**config.mk**
```make
export PLATFORM = sky130hd
export DESIGN_NAME = inst_fetch_flat
export DESIGN_NICKNAME = d
export VERILOG_FILES = /design/src/rtl/inst_fetch_if.sv /design/src/rtl/inst_fetch.sv /design/src/flat_wrapper.sv
export SDC_FILE = /design/constraint.sdc
export NUM_CORES = 1
export LEC_CHECK = 0
export CELL_PAD_IN_SITES_DETAIL_PLACEMENT = 1
export CELL_PAD_IN_SITES_GLOBAL_PLACEMENT = 2
export CORE_UTILIZATION = 30
export DETAILED_ROUTE_END_ITERATION = 8
export HOLD_SLACK_MARGIN = 0.1
export PLACE_DENSITY_LB_ADDON = 0.1
export SYNTH_ARGS = -nofsm -noshare
export SYNTH_HDL_FRONTEND = slang
export SYNTH_SLANG_ARGS = --single-unit
export TNS_END_PERCENT = 10
```
**constraint.sdc**
```tcl
create_clock -name clk -period 2.88 [get_ports clk]
set_input_delay 0.432 -clock clk [delete_from_list [all_inputs] [get_ports clk]]
set_output_delay 0.432 -clock clk [all_outputs]
set_load 0.02 [all_outputs]
```
**src/rtl/inst_fetch_if.sv**
```systemverilog
`default_nettype none
// ============================================================================
// Module   : inst_fetch_if
// Brief    : ROM fetch bus plus IF/ID valid/ready handshake for inst_fetch.
// Revision : 1.0 - initial release
// ============================================================================
interface inst_fetch_if #(
    parameter int ADDR_W = 32,
    parameter int INST_W = 32
);
    logic              rom_ce;
    logic [ADDR_W-1:0] rom_addr;
    logic [INST_W-1:0] rom_inst;
    logic              id_valid;
    logic              id_ready;
    logic [ADDR_W-1:0] id_pc;
    logic [INST_W-1:0] id_inst;

    modport master (
        output rom_ce, rom_addr, id_valid, id_pc, id_inst,
        input  rom_inst, id_ready
    );

    modport slave (
        input  rom_ce, rom_addr, id_valid, id_pc, id_inst,
        output rom_inst, id_ready
    );
endinterface
`default_nettype wire

```
**src/rtl/inst_fetch.sv**
```systemverilog
`default_nettype none
// ============================================================================
// Module   : inst_fetch
// Brief    : PC owner and ROM fetch initiator with a 2-entry prefetch buffer
//            feeding decode; handles halt and flush redirects.
//            Optional macro BRANCH_DELAY_SLOT_EN keeps the delay-slot
//            instruction across a flush.
// Revision : 1.0 - initial release
// ============================================================================
module inst_fetch #(
    parameter int                ADDR_W   = 32,
    parameter int                INST_W   = 32,
    parameter logic [ADDR_W-1:0] RESET_PC = '0
) (
    input  wire                clk,
    input  wire                rst,
    input  wire                halt_i,
    input  wire                flush_i,
    input  wire   [ADDR_W-1:0] flush_pc_i,
    inst_fetch_if.master       bus
);

    typedef enum logic [1:0] {
        IDLE  = 2'd0,
        FETCH = 2'd1,
        HALT  = 2'd2
    } state_t;

    localparam logic [ADDR_W-1:0] ALIGN_MASK = ~ADDR_W'(3);

    state_t            state;
    logic [ADDR_W-1:0] pc;
    logic [1:0]        count;
    logic [ADDR_W-1:0] e0_pc;
    logic [INST_W-1:0] e0_inst;
    logic [ADDR_W-1:0] e1_pc;
    logic [INST_W-1:0] e1_inst;

    logic              has_data;
    logic              fetch_en;
    logic              pop;
    logic              do_flush;
    logic [ADDR_W-1:0] flush_target;

    assign has_data     = (count != 2'd0);
    // A full buffer may still fetch when decode frees a slot in the same cycle.
    assign fetch_en     = (state == FETCH) && !halt_i &&
                          ((count != 2'd2) || bus.id_ready);
    assign pop          = has_data && bus.id_ready;
    assign do_flush     = flush_i && (state != IDLE);
    assign flush_target = flush_pc_i & ALIGN_MASK;

    assign bus.rom_ce   = fetch_en;
    assign bus.rom_addr = pc;
    assign bus.id_valid = has_data;
    assign bus.id_pc    = e0_pc;
    assign bus.id_inst  = e0_inst;

    always_ff @(posedge clk or negedge rst) begin
        if (!rst) begin
            state   <= IDLE;
            pc      <= RESET_PC;
            count   <= 2'd0;
            e0_pc   <= '0;
            e0_inst <= '0;
            e1_pc   <= '0;
            e1_inst <= '0;
        end else begin
            case (state)
                IDLE:    state <= halt_i ? HALT : FETCH;
                FETCH:   if (halt_i)  state <= HALT;
                HALT:    if (!halt_i) state <= FETCH;
                default: state <= IDLE;
            endcase

            if (do_flush) begin
                pc <= flush_target;
`ifdef BRANCH_DELAY_SLOT_EN
                // Keep the delay-slot instruction: the current head, or the
                // word being fetched right now when nothing is buffered.
                if (has_data) begin
                    count   <= 2'd1;
                    e1_pc   <= '0;
                    e1_inst <= '0;
                end else if (fetch_en) begin
                    count   <= 2'd1;
                    e0_pc   <= pc;
                    e0_inst <= bus.rom_inst;
                end
`else
                count   <= 2'd0;
                e0_pc   <= '0;
                e0_inst <= '0;
                e1_pc   <= '0;
                e1_inst <= '0;
`endif
            end else begin
                if (fetch_en) begin
                    pc <= pc + ADDR_W'(4);
                end

                // Entry 1 is kept zero whenever fewer than two are held, so
                // shifting it into the head also clears an emptied buffer.
                case ({fetch_en, pop})
                    2'b10: begin
                        count <= count + 2'd1;
                        if (count == 2'd0) begin
                            e0_pc   <= pc;
                            e0_inst <= bus.rom_inst;
                        end else begin
                            e1_pc   <= pc;
                            e1_inst <= bus.rom_inst;
                        end
                    end
                    2'b01: begin
                        count   <= count - 2'd1;
                        e0_pc   <= e1_pc;
                        e0_inst <= e1_inst;
                        e1_pc   <= '0;
                        e1_inst <= '0;
                    end
                    2'b11: begin
                        if (count == 2'd1) begin
                            e0_pc   <= pc;
                            e0_inst <= bus.rom_inst;
                        end else begin
                            e0_pc   <= e1_pc;
                            e0_inst <= e1_inst;
                            e1_pc   <= pc;
                            e1_inst <= bus.rom_inst;
                        end
                    end
                    default: ;
                endcase
            end
        end
    end

endmodule
`default_nettype wire
```
**src/flat_wrapper.sv**
```systemverilog
// flat-port wrapper written by rule: the top's interface ports become plain ports
module inst_fetch_flat 
#(
    parameter int                ADDR_W   = 32,
    parameter int                INST_W   = 32,
    parameter logic [ADDR_W-1:0] RESET_PC = '0
)
  (clk, rst, halt_i, flush_i, flush_pc_i, bus_rom_ce, bus_rom_addr, bus_id_valid, bus_id_pc, bus_id_inst, bus_rom_inst, bus_id_ready);
  inst_fetch_if #(.ADDR_W(ADDR_W), .INST_W(INST_W)) bus_i ();
  input  wire clk;
  input  wire rst;
  input  wire halt_i;
  input  wire flush_i;
  input  wire   [ADDR_W-1:0] flush_pc_i;
  output wire logic [$bits(bus_i.rom_ce)-1:0] bus_rom_ce;
  output wire logic [$bits(bus_i.rom_addr)-1:0] bus_rom_addr;
  output wire logic [$bits(bus_i.id_valid)-1:0] bus_id_valid;
  output wire logic [$bits(bus_i.id_pc)-1:0] bus_id_pc;
  output wire logic [$bits(bus_i.id_inst)-1:0] bus_id_inst;
  input wire logic [$bits(bus_i.rom_inst)-1:0] bus_rom_inst;
  input wire logic [$bits(bus_i.id_ready)-1:0] bus_id_ready;
  assign bus_rom_ce = bus_i.rom_ce;
  assign bus_rom_addr = bus_i.rom_addr;
  assign bus_id_valid = bus_i.id_valid;
  assign bus_id_pc = bus_i.id_pc;
  assign bus_id_inst = bus_i.id_inst;
  assign bus_i.rom_inst = bus_rom_inst;
  assign bus_i.id_ready = bus_id_ready;
  inst_fetch #(.ADDR_W(ADDR_W), .INST_W(INST_W), .RESET_PC(RESET_PC)) u_core (.clk(clk), .rst(rst), .halt_i(halt_i), .flush_i(flush_i), .flush_pc_i(flush_pc_i), .bus(bus_i));
endmodule
```
Word level (Yosys, flattened, before mapping)
Index checks and enable logic that the tools add are counted.
{ "op_classes": {"eq_ne": 12, "reduce_logical": 16, "add_sub_neg": 3, "mux": 24} }
{ "op_table": {"columns": ["operator", "n"], "rows": [
  ["$mux W32", 14],
  ["$pmux W32 S3", 4],
  ["$add A32 B3 Y32 const B", 1],
  ["$mux W2", 4],
  ["$eq A2 B1 Y1 const B", 3],
  ["$eq A2 B2 Y1 const B", 3],
  ["$ne A2 B2 Y1 const B", 3],
  ["$ne A3 B2 Y1 const B", 2],
  ["$pmux W2 S3", 1],
  ["$reduce_bool A2 Y1", 3],
  ["$logic_and A1 B1 Y1", 4],
  ["$logic_not A2 Y1", 2],
  ["$pmux W2 S2", 1],
  ["$reduce_and A2 Y1", 2],
  ["$reduce_bool A4 Y1", 1],
  ["$ne A3 B1 Y1 const B", 1],
  ["$reduce_and A3 Y1", 1],
  ["$reduce_bool A3 Y1", 1],
  ["$add A2 B1 Y2 const B", 1],
  ["$sub A2 B1 Y2 const B", 1],
  ["$logic_not A1 Y1", 1],
  ["$logic_or A1 B1 Y1", 1]
]} }
{ "totals": {"word_cells": 62, "regBits": 164, "input_bits": 69, "output_inout_bits": 98} }

Depth between registers and ports, before layout
{ "logic_depth": {"word_depth": 6, "depth_mapped": 12, "ltp_nobuf": 11} }

Worst setup path after synthesis
OpenSTA, ideal clock, no wires.
{ "synth_path": {"path_type": "reg-to-reg", "start": "register u_core.count[0]", "end": "register u_core.e1_pc[10]", "synth_period_minus_slack_ns": 2.288, "path_buffers": 2, "required_ns": 2.797, "stages_incl_launch_ff": 13, "setup_time_ns": 0.083, "path_slack_ns": 0.592, "arrival_ns": 2.205, "path_cell_list": "dfrtp_1 inv_1 ha_1 nand2b_1 nand2_2 inv_2 ha_1 nand2b_1 a31oi_1 buf_2 buf_2 nand2_1 o21ai_0"} }
{ "synth_between": {"elab_chain_cells": 6, "elab_cells_between_ends": 16, "classes_between": "eq/ne: 7; mux: 2; reduce/logical: 7"} }
{ "synth_lines": {"columns": ["element", "line_no", "text"], "rows": [
  ["from (decl)", "inst_fetch.sv:33", "logic [1:0] count;"],
  ["from (signal assigned)", "inst_fetch.sv:106", "count <= count + 2'd1;"],
  ["from (signal assigned)", "inst_fetch.sv:116", "count <= count - 2'd1;"],
  ["$ne A2 B2 Y1 (*)", "inst_fetch.sv:48", "((count != 2'd2) || bus.id_ready);"],
  ["$logic_or A1 B1 Y1 (*)", "inst_fetch.sv:48", null],
  ["$logic_and A1 B1 Y1 (*)", "inst_fetch.sv:47", "assign fetch_en = (state == FETCH) && !halt_i &&"],
  ["named net bus_rom_ce", "flat_wrapper.sv:15", "output wire logic [$bits(bus_i.rom_ce)-1:0] bus_rom_ce;"],
  ["$eq A2 B2 Y1 / $eq A2 B1 Y1 (equally long branches)", "inst_fetch.sv:104", "case ({fetch_en, pop})"],
  ["$ne A3 B2 Y1 (no source line), or another cell as far along", null, null],
  ["$reduce_and A3 Y1 (no source line) / $mux W32 (equally long branches)", null, null],
  ["to (signal assigned)", "inst_fetch.sv:111", "e1_pc <= pc;"],
  ["to (signal assigned)", "inst_fetch.sv:129", "e1_pc <= pc;"],
  ["to (decl)", "inst_fetch.sv:36", "logic [ADDR_W-1:0] e1_pc;"]
]} }
Mark *: on every way through the listed nets, which the timed path passes. The rest lies on a longest branch.
A chain may end at the register's enable or synchronous reset.

Worst setup path in the final report
{ "layout_path": {"start": "input port halt_i", "end": "output port bus_rom_ce"} }
{ "layout_between": {"elab_chain_cells": 3} }
{ "layout_lines": {"columns": ["element", "line_no", "text"], "rows": [
  ["from (decl)", "flat_wrapper.sv:12", "input wire halt_i;"],
  ["$logic_not A1 Y1", "inst_fetch.sv:47", null],
  ["$logic_and A1 B1 Y1 (2 in a row)", "inst_fetch.sv:47", null],
  ["to (decl)", "flat_wrapper.sv:15", null]
]} }
No other way between the ends.

==> flow_summary_export.csv <==
group,metric,value,unit
routing,vias,6319,
yosys,async_flop_share,1.00,
routing,wire_per_inst,18.6,um
worst_setup_path,rr_worst_depth,11,
floorplan,die_area,0.0249,sq mm
clocking,post_cts_buffers,0,
worst_setup_path,critPathKind,"in2out",
floorplan,die_x,158,um
run_status,status,"complete, no violations",
min_path,worstHoldPathCells,2,
sta,finClkSkew,0.0115,ns
final_layout,final_area,0.0101,sq mm
sta,setup_viol,0,
clocking,clock_sinks,160,
min_path,min_from,"u_core.bus.id_inst[20]",
sta,whs,0.478,ns
placed_design,globalplace.congestion,0.779,
final_layout,fin_nets,1017,
final_layout,antenna_cells,0,
clocking,cts.clk_slew.worst_paths,0.06,ns
yosys,synth-seq-cells,160,
floorplan,coreArea,0.0236,sq mm
routing,viasPerCell,4.96,
sta,worst_slew_pin_slew,0.683,ns
final_layout,area_growth,38.4,%
grt,antenna_found_initial,0,
final_layout,final_layout_size_suffix_gt1_frac,0.0807,
worst_setup_path,arrival,2.20,ns
clocking,cts_tree,"done",
placed_design,hpwl,16.0,mm
floorplan,rows,56,
sta,rsz0062_at_grt,"false",
power_and_ir_drop,p_leak,4.11,nW
worst_setup_path,startpoint_type,"input port",
grt,grt_usage,0.199,
yosys,ys_warn_count,0,
routing,routed_wl,23.7,mm
sta,drv_slew,0,
yosys,synth_cell_types,43,
floorplan,initial_core_util,0.308,
sta,fmax,380,MHz
min_path,hp-class,"reg2reg",
clocking,cts.path.max_buffers,2,
sta,final.period_utilization,0.913,
power_and_ir_drop,powerDensity,922,mW/mm^2
yosys,syn_area_per_cell,9.19,sq um
clocking,cts_buffers,17,
grt,grt-ovfl-total,0,
worst_setup_path,critical_path_required,2.45,ns
final_layout,multi_input_area,0.00304,sq mm
clocking,cts.htree.levels,4,
routing,drtIter0Drc,246,
yosys,synth_edf_count,0,
final_layout,seqCellArea,0.00400,sq mm
flow_run,drv_cap,0,
floorplan,ios,167,
placed_design,place_area,0.00941,sq mm
clocking,insertion_delay,0.43,ns
yosys,netlist_area,0.00728,sq mm
sta,fin_tns_setup,0,ns
grt,grt_max_degree,86,
sta,hold_violations,0,
grt,grt_pass1_wl,37.6,mm
yosys,synth_seq_area_share,0.550,
clocking,clk_root_buffer_cell,"clkbuf_16",
placed_design,dp_slack,-0.0917,ns
worst_setup_path,r2r_slack,0.35,ns
worst_setup_path,cp-end-kind,"primary output",
placed_design,io_buffers,162,
routing,first_pass_iters,6,
final_layout,fill_cells,2670,
routing,antenna_left,0,
worst_setup_path,cp_max_fo,7,
sta,relSlewSlack,0.545,
min_path,hold_end,"u_core.bus.id_inst[20]",
worst_setup_path,reg2reg_to,"u_core.bus.id_inst[2]",
routing,drc_errors,0,
floorplan,fp.dieH,158,um
power_and_ir_drop,ir_worst_vdd,0.000335,V
grt,grt_pass1_vias,6854,
power_and_ir_drop,total_power,0.00929,W
sta,setup_slack,0.251,ns
yosys,synthCells,792,
worst_setup_path,timing.rr.start,"u_core.count[0]",
sta,post-route-min-period,2.63,ns
yosys,synth_ff_type,"dfrtp_1",
==> registers in the layout, indices dropped and copies added (netlist names) <==
register / count
u_core.bus.id_inst: 32
u_core.bus.id_pc: 31
u_core.bus.rom_addr: 30
u_core.count: 2
u_core.e1_inst: 32
u_core.e1_pc: 31
u_core.state: 2
==> worst max-delay path by stage <==
stage,startpoint,endpoint,slack (ns),cells past startpoint
after floorplan,u_core.count[0],u_core.e1_pc[10],0.59,12
after global placement,halt_i,u_core.bus.id_inst[30],0.04,10
after detailed placement,halt_i,u_core.bus.id_inst[2],-0.09,10
after CTS,u_core.count[0],bus_rom_ce,0.23,7
after global routing,u_core.count[0],bus_rom_ce,0.13,7
final,halt_i,bus_rom_ce,0.25,6
==> cells in the final DEF (no fill, tap or decap), drive strengths merged, types with 5 or more instances in the layout <==
cell,Yosys,layout
nor2,15,15
buf,14,26
clkdlybuf4s50,0,161
nand3,11,11
xnor2,19,19
nor4,5,5
a22oi,64,64
and4,5,5
xor2,8,8
ha,7,7
nor3,7,7
nand4,10,10
a21oi,6,6
bufinv,0,5
o21ai,149,149
clkbuf,45,20
inv,9,10
dfrtp,160,160
a31oi,5,5
nand2,224,224
==> cells in the mapped netlist (2+ instances only) <==
library cell    n  share of area
nand2_1       223           0.11
dfrtp_1       160           0.55
o21ai_0       140          0.096
a22oi_1        64          0.066
clkbuf_1       45          0.023
xnor2_1        19          0.023
nor2_1         15         0.0077
buf_2          10         0.0069
nand3_1        10         0.0069
nand4_1        10         0.0086
o21ai_1         9         0.0062
inv_1           8         0.0041
xor2_1          8         0.0096
ha_1            7          0.012
a21oi_1         6         0.0041
nor3_1          6         0.0041
a31oi_1         5         0.0043
nor4_2          5         0.0086
buf_4           4         0.0041
or3_1           4         0.0034
and3_1          3         0.0026
nand2b_1        3         0.0026
a21boi_0        2         0.0021
and2_1          2         0.0017
and4_1          2         0.0024
and4_4          2         0.0031
nor2b_1         2         0.0017
o31ai_1         2         0.0021
or4_1           2         0.0021
==> through the flow <==
step	utilization	instances
6_report	0.427	1273
5_1_grt	0.427	1273
4_1_cts	0.427	1273
3_5_place_dp	0.399	1240
3_3_place_gp	0.399	1240
2_1_floorplan	-	793
==> final cells by class <==
class	instances	share of cell area
sequential	160	0.397
multi-input combinational	565	0.302
timing repair buffer	188	0.193
clock buffer	20	0.0443
tap	319	0.0396
clock inverter	12	0.0206
inverter	9	0.00335
==> per-layer routing <==
layer,routed length [um],vias up,part of all wire,global-route usage
met4,312,0,0.013,0.0615
met2,11800,123,0.50,0.344
met1,10800,3157,0.46,0.252
met5,0,-,0,0
met3,835,23,0.035,0.0350
li1,-,3016,-,-
==> worst max-delay path: stages <==
cell	delay, ns
clkdlybuf4s50_1	0.52
nor3b_4	0.26
nand2_2	0.12
inv_2	0.07
buf_4	0.17
clkdlybuf4s50_1	0.63
==> what timing repair did <==
item,4_1_cts,5_1_grt
hold buffers,1,0
gates resized for setup,0,0
endpoints found under the hold margin,62,0
==> power breakdown <==
part	internal (W)	switching [W]
sequential	0.00295	0.000507
clock	0.00157	0.000957
combinational	0.00139	0.00192
==> kinds of logic (layout without fill, tap and decap cells) <==
family | after synthesis | count (layout) | synth area share
other | 1 | 2 | 0.000515
buffers and inverters | 68 | 229 | 0.0388
DFF | 160 | 160 | 0.550
xor gates and xnor gates | 27 | 27 | 0.0325
AOI/OAI and AO/OA | 232 | 232 | 0.185
and+or+nand+nor | 297 | 297 | 0.181
adders and majority gates | 7 | 7 | 0.0120
Power figures use the tool's default switching activity.
